**src/rtl/alu_cmd_sequencer.sv**
```systemverilog
// alu_cmd_sequencer: valid/ready command front-end that drives the ALU result-mux bank and returns result plus flags
//   Optional feature macro: ALU_SEQ_PARITY_EN (builds the PF flag; otherwise res_pf is tied low).
//   Ports: clk, rst (sync, active-high);
//          cmd_valid/cmd_ready with cmd_op, cmd_a, cmd_b, cmd_cnt (accepted only in IDLE);
//          alu_op/alu_a/alu_b out to the datapath, alu_r/alu_cf back from it;
//          res_valid/res_ready with res_data, res_zf, res_sf, res_cf, res_pf; busy.
module alu_cmd_sequencer #(
    parameter int WIDTH = 8,
    parameter int CNT_W = 3
) (
    input  logic             clk,
    input  logic             rst,
    input  logic             cmd_valid,
    output logic             cmd_ready,
    input  logic [3:0]       cmd_op,
    input  logic [WIDTH-1:0] cmd_a,
    input  logic [WIDTH-1:0] cmd_b,
    input  logic [CNT_W-1:0] cmd_cnt,
    output logic [3:0]       alu_op,
    output logic [WIDTH-1:0] alu_a,
    output logic [WIDTH-1:0] alu_b,
    input  logic [WIDTH-1:0] alu_r,
    input  logic             alu_cf,
    output logic             res_valid,
    input  logic             res_ready,
    output logic [WIDTH-1:0] res_data,
    output logic             res_zf,
    output logic             res_sf,
    output logic             res_cf,
    output logic             res_pf,
    output logic             busy
);
    typedef enum logic [1:0] {IDLE, EXEC, DONE} state_t;
    state_t state_q, state_d;
    logic [3:0] op_q, op_d;
    logic [WIDTH-1:0] acc_q, acc_d, b_q, b_d;
    logic [CNT_W-1:0] rem_q, rem_d;
    logic cf_q, cf_d;
    logic done;
    always_comb begin
        state_d = state_q;
        op_d = op_q;
        acc_d = acc_q;
        b_d = b_q;
        rem_d = rem_q;
        cf_d = cf_q;
        case (state_q)
            IDLE: if (cmd_valid) begin
                op_d = cmd_op;
                acc_d = cmd_a;
                b_d = cmd_b;
                rem_d = cmd_cnt;
                cf_d = 1'b0;
                // A zero-count shift/rotate is a no-op: skip straight to the result.
                state_d = (cmd_op[3:2] == 2'b11 && cmd_cnt == '0) ? DONE : EXEC;
            end
            EXEC: begin
                acc_d = alu_r;
                cf_d = alu_cf;
                if (op_q[3:2] == 2'b11 && rem_q > CNT_W'(1))
                    rem_d = rem_q - CNT_W'(1);
                else
                    state_d = DONE;
            end
            DONE: state_d = res_ready ? IDLE : DONE;
            default: state_d = IDLE;
        endcase
    end
    always_ff @(posedge clk) begin
        if (rst) begin
            state_q <= IDLE;
            op_q <= '0;
            acc_q <= '0;
            b_q <= '0;
            rem_q <= '0;
            cf_q <= 1'b0;
        end else begin
            state_q <= state_d;
            op_q <= op_d;
            acc_q <= acc_d;
            b_q <= b_d;
            rem_q <= rem_d;
            cf_q <= cf_d;
        end
    end
    assign done = state_q == DONE;
    assign cmd_ready = state_q == IDLE;
    assign busy = state_q != IDLE;
    assign alu_op = op_q;
    assign alu_a = acc_q;
    assign alu_b = b_q;
    assign res_valid = done;
    // Result and flags are gated so they read zero outside DONE.
    assign res_data = done ? acc_q : '0;
    assign res_zf = done && acc_q == '0;
    assign res_sf = done && acc_q[WIDTH-1];
    assign res_cf = done && cf_q;
`ifdef ALU_SEQ_PARITY_EN
    assign res_pf = done && ~^acc_q[7:0];
`else
    assign res_pf = 1'b0;
`endif
endmodule
```
**config.mk**
```make
export PLATFORM = sky130hd
export DESIGN_NAME = alu_cmd_sequencer
export DESIGN_NICKNAME = d
export VERILOG_FILES = /design/src/rtl/alu_cmd_sequencer.sv
export SDC_FILE = /design/constraint.sdc
export NUM_CORES = 1
export LEC_CHECK = 0
export BUFFER_PORTS_ARGS = -buffer_cell sky130_fd_sc_hd__buf_4
export CORE_AREA = 2 2 57 59
export CTS_BUF_LIST = sky130_fd_sc_hd__clkbuf_2 sky130_fd_sc_hd__clkbuf_4 sky130_fd_sc_hd__clkbuf_8
export DETAILED_ROUTE_END_ITERATION = 10
export DIE_AREA = 0 0 59 61
export HOLD_SLACK_MARGIN = 0.05
export PLACE_DENSITY = 0.84
export SYNTH_ARGS = -nofsm -noshare
export SYNTH_HDL_FRONTEND = slang
export SYNTH_SLANG_ARGS = --single-unit
```
**constraint.sdc**
```tcl
create_clock -name clk -period 1.75 [get_ports clk]
set_clock_uncertainty 0.1 [all_clocks]
set_input_delay 0.0875 -clock clk [delete_from_list [all_inputs] [get_ports clk]]
set_output_delay 0.0875 -clock clk [all_outputs]
set_load 0.01 [all_outputs]
```
==> results of run 1 <==
## layout make-up
class                      count  area share
clock buffer                   4      0.0173
timing repair buffer         108       0.435
sequential                    26       0.248
inverter                       4     0.00716
tap                           33      0.0197
multi-input combinational    105       0.273
## critical path: stages (launching register included)
cell     delay (ns)
dfxtp_1        0.42
nor2b_1        0.15
buf_4          0.16
and2_1         0.17
buf_4          0.14
## state kept, by name (all words and copies together) (netlist names)
signal	flops
alu_a	8
alu_op	4
state_q	2
alu_b	8
rem_q	3
cf_q	1
## cells in the final DEF (no fill, tap or decap)
cell type,instances
a22oi_1,8
nor2_2,1
and3_1,1
dlygate4sd3_1,35
clkbuf_8,1
o31ai_1,1
nand2_1,37
buf_12,1
a41o_2,1
xnor2_1,1
clkbuf_4,3
nor3b_1,1
o21ai_0,1
o21a_1,2
or2_1,1
nor4_1,4
or2_0,1
and2_1,10
a21oi_1,23
o2111ai_1,2
nor3b_2,1
and4_1,1
o21ai_1,1
inv_1,3
buf_4,72
nor2_1,2
ha_1,1
inv_2,1
conb_1,1
mux2i_1,1
dfxtp_1,26
nor2b_1,2
## per-layer routing
metal,vias to the layer above,global-route usage,wire length [µm]
li1,696,-,-
met1,632,0.232,1440
met2,54,0.424,2050
met3,6,0.0618,197
met4,0,0.0487,55
met5,-,0,0
## how the worst max path moves through the flow
stage                             end  slack [ns]  cells after the start
after floorplan              rem_q[0]        0.40                      5
after CTS                 res_data[7]        0.21                      4
after global routing           res_sf        0.08                      4
final                          res_sf        0.20                      4
after global placement       rem_q[0]        0.38                      4
after detailed placement   state_q[0]        0.32                      5
## stage by stage
stage               instances  hold slack (ns)  instance area [µm²]   util
floorplan                 146            0.123                 1160      -
global placement          241            0.218                 1710  0.579
detailed placement        241            0.233                 1710  0.579
CTS                       280            0.368                 2100  0.710
global route              280            0.380                 2100  0.710
finish                    280            0.368                 2100  0.710
## cell families after synthesis
family | share of synthesized area
compound gates | 0.203
xor+xnor | 0.00752
fa+ha+maj | 0.0107
buf+inv | 0.0623
flops | 0.447
mux | 0.00859
other cells | 0.00322
simple gates | 0.258
## where the power goes
part           internal (W)  total (W)  switching (W)
Combinational      0.000238   0.000422       0.000184
Clock              0.000127   0.000300       0.000173
Sequential         0.000640   0.000676      0.0000361
Total               0.00100    0.00140       0.000393
==> reports/qor.yml, run 1 <==
timing:
  hold_viol: 0
  fin_crit_sh: 0.888
  layout_setup_ws_ns: 0.196
  fin_crit_ns: 1.55
  setup_viol: 0
  slew_viol_final: 0
  rsz0062_at_grt: "false"
  fmax_ghz: 0.644
  setup_tns_ns: 0
power:
  power_w: 0.00140
  powerDensity_nw_per_um2: 667
  vdd_drop_max_v: 0.000681
  leakage_nw: 0.955
layout:
  fillers: 240
  syn_to_final_growth_pct: 79.9
  layout-drive-gt1-share: 0.328
  final-seq-area_um2: 520
  multi_input_area_um2: 572
  nets: 285
  antennaDiodeCount: 0
yosys:
  ys_ff_latch: 26
  syn_avg_cell_area_um2: 7.98
  async_flop_share: 0
  ys_seq_area_frac: 0.447
  synth_cells: 146
  ys_top_cells_by_area: "dfxtp_1 45%, nand2_1 12%, a21oi_1 9.9%"
  synth_common_cells: "37 x nand2_1, 26 x dfxtp_1, 23 x a21oi_1"
  synth_flop_cell: "dfxtp_1"
  ys_types: 30
  synth_top_area_frac: 0.447
  synth_edf_count: 0
  synth_area_um2: 1160
  synth_nets: 183
  yosysTopAreaCell: "dfxtp_1"
  ys_warn_count: 0
  yosysMostFrequentCell: "nand2_1"
place:
  place_ws_ns: 0.324
  io_buffers: 69
  gp_congestion: 0.755
  dp_hpwl_mm: 2.35
clock_tree:
  postCtsHoldBufs: 35
  cts_num_sinks: 26
  cts-root-buf: "clkbuf_4"
  clkSlewWorstSetupHoldPaths_ns: 0.14
  ctsResizeCount: 0
  worstSkewPairLatency_ns: 0.32
  clockBufferDepth: 2
  cts_tree: "yes"
  h-tree-depth: 1
  cts_setup_buffers: 0
  cts-buffers-inserted: 3
critical_path:
  startpoint_type: "flop"
  critPathCaptureType: "primary output"
  crit_fanout: 11
  required_ns: 1.56
  crit_arrival_ns: 1.37
  critPathLaunch: "state_q[1]"
  r2r_end: "state_q[1]"
  r2r-start: "state_q[0]"
  rr_worst_depth: 4
  critical_path_class: "flop to primary output"
  r2r_setup_slack_ns: 0.32
floorplanning:
  fp.dieW_um: 59
  core_um2: 2950
  die_y_um: 61
  die_area_um2: 3600
  io_pins: 71
  rows: 20
  start_util: 0.394
grt:
  grt_pass1_wl_mm: 6.02
  grt_use_total: 0.218
  grt_max_degree: 26
  grt.overflow.total: 0
  antenna_found_initial: 0
  grt_pass1_vias: 1354
job:
  maxCapViolCount: 0
route:
  drtIter0Drc: 55
  wirelength_mm: 3.74
  wl_per_cell_um: 13.4
  firstDrtPassIters: 4
  ant_nets: 0
  vias_per_cell: 4.96
  dr_total_vias: 1388
  drc: 0
worst_hold_path:
  holdPathEnd: "alu_b[7]"
  min_path_cells: 2
  min_from: "alu_b[7]"
  hp-class: "flop to flop"
outcome:
  status: "complete, no violations"
(Power assumes the default switching activity.)
==> inputs of run 2 (changes only) <==
--- a/config.mk
+++ b/config.mk
@@ -5,13 +5,14 @@
 export SDC_FILE = /design/constraint.sdc
 export NUM_CORES = 1
 export LEC_CHECK = 0
+export ABC_AREA = 1
 export BUFFER_PORTS_ARGS = -buffer_cell sky130_fd_sc_hd__buf_4
-export CORE_AREA = 2 2 57 59
+export CORE_AREA = 2 2 62 64
 export CTS_BUF_LIST = sky130_fd_sc_hd__clkbuf_2 sky130_fd_sc_hd__clkbuf_4 sky130_fd_sc_hd__clkbuf_8
 export DETAILED_ROUTE_END_ITERATION = 10
-export DIE_AREA = 0 0 59 61
+export DIE_AREA = 0 0 64 66
 export HOLD_SLACK_MARGIN = 0.05
-export PLACE_DENSITY = 0.84
+export PLACE_DENSITY = 0.8
 export SYNTH_ARGS = -nofsm -noshare
 export SYNTH_HDL_FRONTEND = slang
 export SYNTH_SLANG_ARGS = --single-unit
==> run 2 against run 1 <==
Compared with the run above:
- first-iteration DRC count increased by 13%
- clock power increased by 40%
- critical path depth increased by 1
- sequential share of layout area decreased by 1.9 points
- worst setup slack got worse by 0.028 ns
- wire length increased by 9.5%
- sequential power increased by 2%
- cell count increased by 22%
- critical endpoint is now res_zf
- utilization decreased by 7.0 points
- highest routed layer unchanged
- synthesized cell count increased by 32%
- worst hold slack got worse by 0.31 ns
- global-route usage decreased by 1.8 points
==> reports/qor.yml, run 2 <==
layout:
  layout-drive-gt1-share: 0.318
  layout_commonest_cell: "buf_4"
  finalInstanceArea_um2: 2270
  final_cell_mix: "69 x buf_4, 46 x nor2_1, 34 x dlygate4sd3_1, 30 x nand2_1, 25 x dfxtp_1"
  nets: 330
  syn_to_final_growth_pct: 66.8
  final_cells: 341
clock_tree:
  cts_tree: "yes"
  h-tree-depth: 1
  clockBufferDepth: 2
  cts-buffers-inserted: 3
  cts_setup_buffers: 0
  cts-root-buf: "clkbuf_4"
  cts_num_sinks: 26
  worstSkewPairLatency_ns: 0.33
  clkSlewWorstSetupHoldPaths_ns: 0.15
yosys:
  yosysMostFrequentCell: "nor2_1"
  ys_warn_count: 0
  ys_types: 27
  synth_cells: 192
  async_flop_share: 0
  synth_flop_cell: "dfxtp_1"
  yosysTopAreaCell: "dfxtp_1"
  synth_area_um2: 1360
  synth_common_cells: "46 x nor2_1, 30 x nand2_1, 26 x dfxtp_1"
  syn_avg_cell_area_um2: 7.09
  ys_ff_latch: 26
  ys_top_cells_by_area: "dfxtp_1 38%, nor2_1 13%, nand2_1 8.3%"
  ys_seq_area_frac: 0.382
  synth_edf_count: 0
  synth_nets: 229
  synth_top_area_frac: 0.382
route:
  wirelength_mm: 4.10
  route.met2.wl_mm: 2.15
  firstDrtPassIters: 4
  drtIter0Drc: 62
  drc: 0
  dr_total_vias: 1547
  route.met3.wl_um: 243
  maxUsedRoutingLayer: "met4"
  m1WireLength_mm: 1.68
  vias_per_cell: 4.54
  wl_per_cell_um: 12.0
  ant_nets: 0
critical_path:
  cp_cell_sequence: "inv_4, nor2_2, inv_2, nor3_2, buf_4"
  critPathCaptureType: "primary output"
  crit_fanout: 10
  required_ns: 1.56
  crit_arrival_ns: 1.39
  cp_slowest_cell: "dfxtp_2"
  critical_path_class: "flop to primary output"
  slowest_delay_ns: 0.44
  startpoint_type: "flop"
floorplanning:
  die_y_um: 66
  fp.dieW_um: 64
  core_um2: 3550
  io_pins: 71
  start_util: 0.383
  rows: 22
  die_area_um2: 4220
power:
  power_w: 0.00160
  vdd_drop_max_v: 0.000494
  leakage_nw: 1.10
  powerDensity_nw_per_um2: 707
grt:
  grt_max_degree: 23
  grt.overflow.total: 0
  grt_pass1_vias: 1485
  grt_pass1_wl_mm: 6.62
  grt_use_total: 0.200
  antenna_found_initial: 0
worst_hold_path:
  hp-class: "primary input to flop"
outcome:
  status: "complete, no violations"
place:
  placed_area_um2: 1870
  dp_hpwl_mm: 2.54
  io_buffers: 69
  place_ws_ns: 0.281
  gp_congestion: 0.774
  post-place-cells: 302
timing:
  worst_pin_slew_ns: 0.578
  setup_viol: 0
  rsz0062_at_grt: "false"
  slew_viol_final: 0
  fmax_ghz: 0.632
  hold_viol: 0
  setup_tns_ns: 0
  fin_crit_sh: 0.904
  maxSlewHeadroom: 0.615
  fin_crit_ns: 1.58
  layout_setup_ws_ns: 0.168
job:
  maxCapViolCount: 0
==> run 2: final timing paths <==
kind,startpoint,end,slack [ns],cells after the start
setup reg to reg,state_q[0],alu_a[2],0.26,6
setup / recovery,state_q[1],res_zf,0.17,5
hold / removal,cmd_valid,alu_op[2],0.06,4
hold reg to reg,cf_q,cf_q,0.37,2
==> run 2: area by class of cell <==
cell class,instances,area [µm²]
repair buffers,103,858
clock inverters,1,30.0
fillers,322,1280
flip-flops and latches,26,522
multi-input cells,135,681
clock buffers,3,22.5
well taps,48,60.1
diodes,1,2.50
inverters,24,95.1
==> run 2: report_power, final <==
part	internal (W)	switching, W
Combinational	0.000249	0.000244
Clock	0.000232	0.000189
Sequential	0.000649	0.0000416
==> run 2: per-layer routing <==
layer / track usage / up-vias
met5: 0 / -
met4: 0.0516 / 0
met3: 0.0392 / 2
met2: 0.382 / 60
met1: 0.225 / 690
li1: - / 795
==> run 2: logic make-up after synthesis <==
logic type	synth area share
simple gates	0.383
buf+inv	0.118
compound gates	0.105
flops	0.382
fa+ha+maj	0.00919
other cells	0.00275
==> run 2: what timing repair did <==
| action | CTS | global route |
|---|---|---|
| gates resized for setup | 0 | 1 |
| hold buffers | 34 | 0 |
| endpoints found under the setup margin | 0 | 3 |
| hold endpoints to repair | 26 | 0 |
==> run 2: critical path, delay by kind of cell, from the launching register on <==
family        cells  cell delay, ns
buf+inv           3            0.33
flops             1            0.44
simple gates      2            0.31
==> run 2: metrics by stage <==
step | utilization | hold slack [ns]
finish | 0.640 | 0.0629
global route | 0.639 | 0.0567
CTS | 0.638 | 0.0520
detailed placement | 0.528 | 0.192
global placement | 0.528 | 0.189
floorplan | - | 0.0566
==> inputs of run 3 (changes only) <==
--- a/config.mk
+++ b/config.mk
@@ -6,13 +6,13 @@
 export NUM_CORES = 1
 export LEC_CHECK = 0
 export ABC_AREA = 1
-export BUFFER_PORTS_ARGS = -buffer_cell sky130_fd_sc_hd__buf_4
+export BUFFER_PORTS_ARGS = -buffer_cell sky130_fd_sc_hd__buf_2
 export CORE_AREA = 2 2 62 64
 export CTS_BUF_LIST = sky130_fd_sc_hd__clkbuf_2 sky130_fd_sc_hd__clkbuf_4 sky130_fd_sc_hd__clkbuf_8
 export DETAILED_ROUTE_END_ITERATION = 10
 export DIE_AREA = 0 0 64 66
 export HOLD_SLACK_MARGIN = 0.05
-export PLACE_DENSITY = 0.8
+export PLACE_DENSITY = 0.83
 export SYNTH_ARGS = -nofsm -noshare
 export SYNTH_HDL_FRONTEND = slang
 export SYNTH_SLANG_ARGS = --single-unit
==> constraint.sdc (replaced) <==
create_clock -name clk -period 1.4 [get_ports clk]
set_clock_uncertainty 0.1 [all_clocks]
set_input_delay 0.07 -clock clk [delete_from_list [all_inputs] [get_ports clk]]
set_output_delay 0.07 -clock clk [all_outputs]
set_load 0.01 [all_outputs]
==> run 3 against run 2 <==
Compared with the run above:
- the flow now finishes with violations (setup timing)
- utilization is 3.0 points lower
- worst setup slack worse by 0.19 ns
- cell count is 1.2% higher
- non-clock buffer count is 5 higher
- critical path type unchanged
- critical endpoint unchanged
==> reports/qor.yml, run 3 (synthesis results as in run 2) <==
critical_path:
  slowest_delay_ns: 0.40
  path_buf_inv: 3
  critPathCaptureType: "primary output"
  cp_slowest_cell: "dfxtp_4"
  path_delay_family: "flip-flops"
  required_ns: 1.23
  startpoint_type: "flop"
  crit_fanout: 10
  critical_path_class: "flop to primary output"
  crit_arrival_ns: 1.25
  cp_cell_sequence: "inv_6, nor2_4, inv_4, nor3_2, buf_2"
layout:
  syn_to_final_growth_pct: 59.0
  fillers: 310
  layout_commonest_cell: "buf_2"
  final_cell_mix: "69 x buf_2, 46 x nor2_1, 35 x dlygate4sd3_1, 30 x nand2_1, 24 x dfxtp_1"
  post-route-util: 0.610
  antennaDiodeCount: 0
  layout-drive-gt1-share: 0.330
  nets: 335
grt:
  grt_use_total: 0.190
  grt_max_degree: 23
  grt.overflow.total: 0
  grt_pass1_wl_mm: 6.40
  antenna_found_initial: 0
  grt_pass1_vias: 1541
outcome:
  status: "complete, but fails checks"
  violations: "setup timing"
timing:
  setup_viol: 2
  fmax_ghz: 0.703
  timing.hold.ws_ns: 0.377
  layout_setup_ws_ns: -0.0223
  fin_crit_sh: 1.02
  rsz0062_at_grt: "true"
  hold_viol: 0
  fin_crit_ns: 1.42
  slew_viol_final: 0
clock_tree:
  cts-root-buf: "clkbuf_4"
  clockBufferDepth: 2
  h-tree-depth: 1
  clkSlewWorstSetupHoldPaths_ns: 0.15
  worstSkewPairLatency_ns: 0.33
  cts_num_sinks: 26
  cts_tree: "yes"
  cts-buffers-inserted: 3
floorplanning:
  io_pins: 71
  die_y_um: 66
  die_area_um2: 4220
  fp.dieW_um: 64
  start_util: 0.383
  rows: 22
  core_um2: 3550
route:
  firstDrtPassIters: 4
  wirelength_mm: 3.94
  dr_total_vias: 1564
  vias_per_cell: 4.53
  wl_per_cell_um: 11.4
  drtIter0Drc: 52
  drc: 0
  ant_nets: 0
power:
  power_w: 0.00197
  vdd_drop_max_v: 0.000490
  powerDensity_nw_per_um2: 910
  leakage_nw: 1.10
place:
  gp_congestion: 0.756
  place_ws_ns: 0.0778
  io_buffers: 69
  dp_hpwl_mm: 2.54
worst_hold_path:
  hp-class: "flop to flop"
job:
  maxCapViolCount: 0
## run 3: cell count changes in the layout (fill, tap and decap cells not counted), sizes merged
cell         change
buf              +4
diode            -1
dlygate4sd3      +1
## run 3: layout make-up
cell class,count,area [µm²],share of cell area
multi-input combinational,135,686,0.317
clock buffer,3,22.5,0.0104
clock inverter,1,30.0,0.0139
timing repair buffer,108,738,0.341
inverter,24,103,0.0474
tap,48,60.1,0.0277
sequential,26,526,0.243
## run 3: power by group
group | switching (W) | internal, W
Combinational | 0.000308 | 0.000271
Clock | 0.000245 | 0.000290
Sequential | 0.0000460 | 0.000811
## run 3: through the flow
step | instance area (µm²) | TNS (ns) | cells
4_1_cts | 2150 | -0.0338 | 344
2_1_floorplan | 1360 | 0 | 192
3_3_place_gp | 1730 | 0 | 304
3_5_place_dp | 1730 | 0 | 304
6_report | 2160 | -0.0433 | 345
5_1_grt | 2160 | -0.542 | 345
## run 3: path summary, 6_finish.rpt
kind                   start       end  slack (ns)  cells after the start
hold reg to reg         cf_q      cf_q        0.38                      2
setup / recovery  state_q[1]    res_zf       -0.02                      5
hold / removal          cf_q      cf_q        0.38                      2
setup reg to reg  state_q[1]  rem_q[0]        0.13                      5
## run 3: repair_timing
item,CTS,global route
setup buffers,1,1
pin swaps,0,0
hold buffers,35,0
setup endpoints to repair,13,12
hold endpoints to repair,26,0
gates resized for setup,6,1
cloned,0,0
## run 3: per-layer routing
| metal | routed length, µm | vias up | part of all wire | track usage |
|---|---|---|---|---|
| met2 | 1960 | 56 | 0.50 | 0.357 |
| met3 | 195 | 9 | 0.049 | 0.0239 |
| li1 | - | 805 | - | - |
| met5 | 0 | - | 0 | 0 |
| met4 | 69 | 0 | 0.018 | 0.0842 |
| met1 | 1710 | 694 | 0.44 | 0.214 |
## run 3: worst min-delay path, cell delays in order (launching register included)
cell and delay (ns):
dfxtp_1 0.34, nand2_1 0.06, a21oi_1 0.05
